### config.mk
export PLATFORM = sky130hd
export DESIGN_NAME = dmux4_dispatcher_flat
export DESIGN_NICKNAME = d
export VERILOG_FILES = /design/src/rtl/dmux4_dispatcher_if.sv /design/src/rtl/dmux4_dispatcher.sv /design/src/flat_wrapper.sv
export SDC_FILE = /design/constraint.sdc
export NUM_CORES = 1
export LEC_CHECK = 0
export CELL_PAD_IN_SITES_DETAIL_PLACEMENT = 1
export CELL_PAD_IN_SITES_GLOBAL_PLACEMENT = 2
export CORE_UTILIZATION = 25
export DETAILED_ROUTE_END_ITERATION = 10
export PLACE_DENSITY_LB_ADDON = 0.08
export SETUP_SLACK_MARGIN = 0.2
export SLEW_MARGIN = 20
export SYNTH_ARGS = -nofsm -noshare
export SYNTH_HDL_FRONTEND = slang
export SYNTH_SLANG_ARGS = --single-unit
export TNS_END_PERCENT = 5
### constraint.sdc
create_clock -name clk -period 1.8 [get_ports clk]
set_input_delay 0.36 -clock clk [delete_from_list [all_inputs] [get_ports clk]]
set_output_delay 0.36 -clock clk [all_outputs]
set_load 0.01 [all_outputs]
### src/rtl/dmux4_dispatcher_if.sv
// Producer/consumer bundle for the 1-to-4 demux dispatcher.
// master = producer and consumers side, slave = dispatcher side.
interface dmux4_dispatcher_if #(
    parameter int WIDTH = 8
);
    logic             in_valid;
    logic [WIDTH-1:0] in_data;
    logic [1:0]       in_dest;
    logic             mode;
    logic             in_ready;
    logic [WIDTH-1:0] out_data;
    logic [3:0]       out_valid;
    logic [3:0]       out_ready;
    logic [1:0]       sel;
    logic             skipped;

    modport master (
        output in_valid, in_data, in_dest, mode, out_ready,
        input  in_ready, out_data, out_valid, sel, skipped
    );

    modport slave (
        input  in_valid, in_data, in_dest, mode, out_ready,
        output in_ready, out_data, out_valid, sel, skipped
    );
endinterface

### src/rtl/dmux4_dispatcher.sv
// One-item sequencer feeding a 1-to-4 demux, addressed or
// round-robin routing with stalled-channel skipping.
module dmux4_dispatcher #(
    parameter int WIDTH      = 8,
    parameter int SKIP_LIMIT = 4,
    parameter int CNT_W      = 3
) (
    input logic               clk,
    input logic               reset,
    dmux4_dispatcher_if.slave bus
);
    typedef enum logic {IDLE, SEND} state_t;

    localparam logic [CNT_W-1:0] CNT_MAX = CNT_W'(SKIP_LIMIT - 1);

    state_t           state_q, state_d;
    logic [WIDTH-1:0] data_q, data_d;
    logic [1:0]       sel_q, sel_d;
    logic [1:0]       rr_q, rr_d;
    logic [CNT_W-1:0] cnt_q, cnt_d;
    logic             mode_q, mode_d;
    logic             skip_q, skip_d;
    logic             in_ready;
    logic [3:0]       out_valid;

    // State register; reset drops any buffered item at once.
    always_ff @(posedge clk or posedge reset) begin
        if (reset) begin
            state_q <= IDLE;
            data_q  <= '0;
            sel_q   <= '0;
            rr_q    <= '0;
            cnt_q   <= '0;
            mode_q  <= 1'b0;
            skip_q  <= 1'b0;
        end else begin
            state_q <= state_d;
            data_q  <= data_d;
            sel_q   <= sel_d;
            rr_q    <= rr_d;
            cnt_q   <= cnt_d;
            mode_q  <= mode_d;
            skip_q  <= skip_d;
        end
    end

    // Capture in IDLE, deliver or skip a stalled channel in SEND.
    always_comb begin
        state_d   = state_q;
        data_d    = data_q;
        sel_d     = sel_q;
        rr_d      = rr_q;
        cnt_d     = cnt_q;
        mode_d    = mode_q;
        skip_d    = 1'b0;
        in_ready  = 1'b0;
        out_valid = 4'b0000;
        unique case (state_q)
            IDLE: begin
                in_ready = !reset;
                if (bus.in_valid) begin
                    data_d  = bus.in_data;
                    mode_d  = bus.mode;
                    sel_d   = bus.mode ? rr_q : bus.in_dest;
                    cnt_d   = '0;
                    state_d = SEND;
                end
            end
            SEND: begin
                out_valid = 4'b0001 << sel_q;
                if (bus.out_ready[sel_q]) begin
                    state_d = IDLE;
                    cnt_d   = '0;
                    if (mode_q) begin
                        rr_d = sel_q + 2'd1;
                    end
                end else if (mode_q) begin
                    if (cnt_q == CNT_MAX) begin
                        sel_d  = sel_q + 2'd1;
                        cnt_d  = '0;
                        skip_d = 1'b1;
                    end else begin
                        cnt_d = cnt_q + 1'b1;
                    end
                end
            end
            default: state_d = IDLE;
        endcase
    end

    assign bus.in_ready  = in_ready;
    assign bus.out_valid = out_valid;
    assign bus.out_data  = data_q;
    assign bus.sel       = sel_q;
    assign bus.skipped   = skip_q;
endmodule
### src/flat_wrapper.sv
// flat-port wrapper written by rule: the top's interface ports become plain ports
module dmux4_dispatcher_flat 
#(
    parameter int WIDTH      = 8,
    parameter int SKIP_LIMIT = 4,
    parameter int CNT_W      = 3
)
  (clk, reset, bus_in_valid, bus_in_data, bus_in_dest, bus_mode, bus_out_ready, bus_in_ready, bus_out_data, bus_out_valid, bus_sel, bus_skipped);
  dmux4_dispatcher_if #(.WIDTH(WIDTH)) bus_i ();
  input logic clk;
  input logic reset;
  input wire logic [$bits(bus_i.in_valid)-1:0] bus_in_valid;
  input wire logic [$bits(bus_i.in_data)-1:0] bus_in_data;
  input wire logic [$bits(bus_i.in_dest)-1:0] bus_in_dest;
  input wire logic [$bits(bus_i.mode)-1:0] bus_mode;
  input wire logic [$bits(bus_i.out_ready)-1:0] bus_out_ready;
  output wire logic [$bits(bus_i.in_ready)-1:0] bus_in_ready;
  output wire logic [$bits(bus_i.out_data)-1:0] bus_out_data;
  output wire logic [$bits(bus_i.out_valid)-1:0] bus_out_valid;
  output wire logic [$bits(bus_i.sel)-1:0] bus_sel;
  output wire logic [$bits(bus_i.skipped)-1:0] bus_skipped;
  assign bus_i.in_valid = bus_in_valid;
  assign bus_i.in_data = bus_in_data;
  assign bus_i.in_dest = bus_in_dest;
  assign bus_i.mode = bus_mode;
  assign bus_i.out_ready = bus_out_ready;
  assign bus_in_ready = bus_i.in_ready;
  assign bus_out_data = bus_i.out_data;
  assign bus_out_valid = bus_i.out_valid;
  assign bus_sel = bus_i.sel;
  assign bus_skipped = bus_i.skipped;
  dmux4_dispatcher #(.WIDTH(WIDTH), .SKIP_LIMIT(SKIP_LIMIT), .CNT_W(CNT_W)) u_core (.clk(clk), .reset(reset), .bus(bus_i));
endmodule
After elaboration in Yosys (flattened, before gate mapping)
Index checks and enable logic that the tools add are counted.
{ "word_totals": {"regBits": 18, "latchBits": 0, "ram_bits": 0, "romBits": 0, "memories": 0} }
{ "op_classes": {"add_sub_neg": 2, "n_mul": 0, "div": 0, "order_cmp": 1, "n_eq_ne": 6, "shift": 1, "muxes": 22, "bitwise_logic": 1, "n_reduce_logical": 5} }
{ "op_table": {"columns": ["op", "count"], "rows": [
  ["3-bit two-way mux", 4],
  ["2-bit two-way mux", 5],
  ["1-bit two-way mux", 8],
  ["2-bit inequality test, second input constant", 4],
  ["3-bit case mux with 2 select lines", 1],
  ["4-bit two-way mux", 1],
  ["2-bit case mux with 2 select lines", 1],
  ["2-bit AND reduction", 2],
  ["4-bit AND reduction", 1],
  ["1-bit by 2-bit left shift with 4-bit output, first input constant", 1],
  ["3-bit by 1-bit adder with 3-bit output, second input constant", 1],
  ["3-bit by 2-bit == test with 1-bit output, second input constant", 1],
  ["2-bit by 3-bit less-than comparator with 1-bit output, second input constant", 1],
  ["3-bit inequality test, second input constant", 1],
  ["3-bit AND reduction", 1],
  ["2-bit by 1-bit adder with 2-bit output, second input constant", 1],
  ["1-bit binary-select mux with 2-bit select", 1],
  ["1-bit case mux with 2 select lines", 1],
  ["1-bit logical NOT", 1],
  ["1-bit NOT", 1]
]} }

Depth between registers and ports, before layout
{ "logic_depth": {"word_depth": 5, "ltp_mapped": 4, "depth_no_buf": 4} }

Worst setup path after synthesis
OpenSTA, ideal clock, no wires.
{ "synth_path": {"path_kind": "register -> register", "startpoint": "reg u_core.sel_q[0] (netlist: u_core.bus.sel[0])", "endpoint": "reg u_core.rr_q[1]", "arrival_time_ns": 1.508, "required_ns": 1.675, "setup_slack_ns": 0.167, "path_stages_with_launch": 4, "period_less_slack_ns": 1.633, "cell_sequence": "dfrtp_1 mux4_2 nand3_1 mux2_2"} }
{ "synth_via": {"elab_chain_len": 3} }
{ "synth_rtl": {"columns": ["item", "line_no", "source"], "rows": [
  ["start, declared", "dmux4_dispatcher.sv:18", "logic [1:0] sel_q, sel_d;"],
  ["start signal, assigned", "dmux4_dispatcher.sv:39", "sel_q <= sel_d;"],
  ["1-bit binary-select mux with 2-bit select", "dmux4_dispatcher.sv:71", "if (bus.out_ready[sel_q]) begin"],
  ["1-bit two-way mux (implied by the code)", "dmux4_dispatcher.sv:71", null],
  ["3-bit AND reduction (no source line)", null, null],
  ["end signal, assigned", "dmux4_dispatcher.sv:40", "rr_q <= rr_d;"],
  ["end, declared", "dmux4_dispatcher.sv:19", "logic [1:0] rr_q, rr_d;"]
]} }
Several ways; a longest one is shown, not always the timed one. The select of a mux whose other input is x is not followed.
A chain may end at the register's enable or synchronous reset.

Worst setup path in the final report
Same ends and word-level chain as after synthesis.

==> results <==
- At the end of the flow, the number of nets in the layout was 167.
- For the final routed database, the setup TNS stands at 0 ns.
- The global placement routability congestion is 0.7246.
- The required time of the worst setup path is 1.94 ns.
- The number of global-route vias before repair came to 957.
- The count of buffers added on input and output ports is 33.
- The largest net degree at the start of global routing is 19.
- The number of synthesized register bits is 18.
- Based on the critical path, the design can be clocked at up to 591.8 MHz.
- Summed over all instances, the cell type with the most area after synthesis is sky130_fd_sc_hd__dfrtp_1.
- The wire length of the first global-routing pass is 4395 um.
- The run finished with clean final reports.
- Of the cells placed in the final design, the portion with a size suffix greater than 1 is 23.78%.
- After layout, the worst setup slack is 0.1103 ns.
- In this run, synthesis inferred 0 flip-flops with an integrated enable.
- For this run, asynchronously set or reset flops after synthesis account for 100.0%.
- The top cell type's share of synthesized area is 47.43%.
- In this run the deepest clock path goes through 2 buffers.
- Sorting the synthesized cells by area gives the leading types as sky130_fd_sc_hd__dfrtp_1 (47%), sky130_fd_sc_hd__nand2_1 (13%), sky130_fd_sc_hd__ha_1 (6.6%).
- The clock-pin slew reported for the worst setup and hold paths after clock tree synthesis is 0.07 ns.
- The clock tree skew after final layout is 0.005355 ns.
- In the synthesized netlist the dominant register cell turns out to be sky130_fd_sc_hd__dfrtp_1.
- The layout has 415 filler cells.
- The tool flagged a number of max-cap violations equal to 0.
- For met2 alone, demand over resource in global routing was 24.87%.
- CTS built an H-tree with a depth of 1.
- The die span in y is between 60 and 70 um.
- Across the VDD grid, the largest voltage drop is 0.6297 mV.
- The met1 demand-to-capacity share in global routing is 16.57%.
- The initial core utilization is between 20% and 30%.
- The repair_antennas step left the layout with diodes totalling 0.
- The die boundary width is 63.64 um.
- The number of cells in the finished layout apart from fillers is 191.
- Sequential cells were found to cover 47.43% of the synthesized design area.
- The number of top-level pins is 34.
- The fraction of the cycle the final worst path needs is about 94%.
- The final hold violation count is 0.
- The met3 routing resource usage after global routing is under 10%.
- The area growth from synthesis to layout is 54.68%.
- The post-detailed-placement half-perimeter wirelength is 1859 um.
- At the placement stage, the worst setup path has a slack of -0.1510 ns.
- The worst setup path is captured at a register.
- The average vias per placed instance is 4.450.
- STA classifies the critical path startpoint as a register.
- The classification of the worst setup path is register to register.
- The most common cell in the synthesized netlist is sky130_fd_sc_hd__nand2_1.
- The total number of placement rows is 22.
- For this run, the total global-route usage over all layers was measured as 14.24%.
- In this run, distinct cell masters in the synthesized netlist total 29.
- The remaining max-slew budget at the tightest pin is 86.48%.
- The most utilized layer in the global route result is met2.
- Setup repair after global routing could not meet its margin everywhere.
- The overall routed net length is 2488 um.
- The via count of the routed design is 850.
- The smallest clock period supported by the final layout is computed as around 1.7 ns.
- The power per cell area is about 1500 nW/um2.
- The yosys synthesis warning count is 0.
- The number of cells produced by synthesis is a little under 100.
- The multi-input logic area is 488.0 um2.
- The wire length per cell is 13.03 um.
- The number of antenna violations at the first check in global routing came to 0.
- In the synthesized netlist, the cells that appear most often are sky130_fd_sc_hd__nand2_1 (33), sky130_fd_sc_hd__dfrtp_1 (18), sky130_fd_sc_hd__ha_1 (5).
- The min-delay analysis places its worst path in the category input pin to asynchronous set/reset pin.
- In this run the cell area of the synthesized design comes to 949.7 um2.
- The number of nets with antenna violations after detailed routing is 0.
- After the first detailed-routing iteration, the DRC count stood at 30.
- TritonCTS built the clock tree.
- The clock latency on the worst-skew pair is about 0.25 ns.
- The number of buffers created by CTS is 3.
- The register area is 451.7 um2.
- The core outline area is around 3700 um2.
- The number of pins exceeding their max-slew limit in the final report was 0.
- After synthesis, the mean cell area works out to 9.690 um2.
- For this design the static power due to leakage is 0.7170 nW.
- For this run the aggregate overflow at the end of global routing stands at 0.
- The library cell used as clock root buffer is sky130_fd_sc_hd__clkbuf_8.
- The final count of negative-setup-slack endpoints is 0.
- The first-pass iteration count of the detailed router is 2.
- The clock sink count is 18.
- For the pin with the worst max-slew slack, the measured transition is roughly 0.20 ns.
- Cells fill roughly two fifths of the core in the end.
- The number of remaining DRC errors is 0.
- After detailed placement, the design holds a cell count of 181.
- The post-synthesis net count is 121.
- The die covers approximately 4000 um2.
- The maximum fanout count along the critical path is 6.
- Data on the critical path arrives at its endpoint at 1.83 ns.
## kinds of logic (layout without fill, tap and decap cells)
kind of cell / Yosys count / after routing / synth area share [%]
and+or+nand+nor: 52 / 52 / 26.61
DFF: 18 / 18 / 47.43
AOI/OAI and AO/OA: 9 / 9 / 7.510
muxes: 7 / 7 / 9.091
buffers and inverters: 7 / 52 / 2.766
adders and majority gates: 5 / 5 / 6.588
## metal layers
layer | routed length (um) | up-vias
met5 | 0 | -
met4 | 15 | 0
met3 | 116 | 2
met2 | 1258 | 17
li1 | - | 411
met1 | 1097 | 420
## worst paths after layout
check / from / endpoint / slack (ns) / cells past startpoint
worst max-delay path: u_core.bus.sel[0] / u_core.rr_q[1] / 0.11 / 5
worst min-delay path: reset / u_core.bus.out_data[0] / 0.46 / 3
worst max register to register: u_core.bus.sel[0] / u_core.rr_q[1] / 0.11 / 5
worst min register to register: u_core.bus.out_data[6] / u_core.bus.out_data[6] / 0.47 / 2
max in group asynchronous: reset / u_core.bus.sel[0] / 1.13 / 3
min in group clk: u_core.bus.out_data[6] / u_core.bus.out_data[6] / 0.47 / 2
## stage by stage
step | hold slack, ns | area, um2 | power, W
after floorplan | 0.2985 | 950.9 | 0.001249
after global placement | 0.4579 | 1368 | 0.001764
after detailed placement | 0.4633 | 1368 | 0.001799
after CTS | 0.4665 | 1446 | 0.002185
after global routing | 0.5049 | 1469 | 0.002400
final | 0.4614 | 1469 | 0.002201
## worst max-delay path, cell delays in order (launching register included)
cell	delay, ns
sky130_fd_sc_hd__dfrtp_2	0.42
sky130_fd_sc_hd__buf_6	0.12
sky130_fd_sc_hd__buf_6	0.11
sky130_fd_sc_hd__mux4_2	0.51
sky130_fd_sc_hd__nand3_2	0.12
sky130_fd_sc_hd__mux2_4	0.30
## power by group
group,total (W),internal [W],switching (W)
logic,0.00117,0.000642,0.000528
registers,0.000701,0.000577,0.000124
clock network,0.000330,0.000194,0.000136
total,0.00220,0.00141,0.000788
## cell usage in the layout (no fill, tap or decap), drive strengths merged, types with 2 or more instances in the layout
cell / netlist / routed
and2: 4 / 4
nor2: 3 / 3
ha: 5 / 5
o21ai: 2 / 2
clkbuf: 3 / 8
and3b: 2 / 2
nand2: 33 / 33
nand2b: 2 / 2
mux2i: 3 / 3
nand3: 2 / 2
dfrtp: 18 / 18
inv: 4 / 4
clkdlybuf4s50: 0 / 28
buf: 0 / 11
mux2: 3 / 3
nor2b: 2 / 2
## layout make-up
| class | instances | share of cell area (%) |
|---|---|---|
| Multi-Input combinational cell | 73 | 33.22 |
| Sequential cell | 18 | 30.75 |
| Timing Repair Buffer | 44 | 27.17 |
| Tap cell | 48 | 4.089 |
| Clock buffer | 4 | 3.748 |
| Inverter | 4 | 1.022 |
## flip-flops by register name, summed over array words and instances (netlist names)
name / count
u_core.bus.out_data: 8
u_core.bus.sel: 2
u_core.bus.skipped: 1
u_core.cnt_q: 3
u_core.mode_q: 1
u_core.rr_q: 2
u_core.state_q: 1
## timing repair
item	in CTS	in global routing
endpoints found under the setup margin	9	11
gates cloned	0	0
buffers inserted	4	2
pin swaps	0	1
gates resized for setup	6	14
hold buffers	0	0
Power figures use the tool's default switching activity.
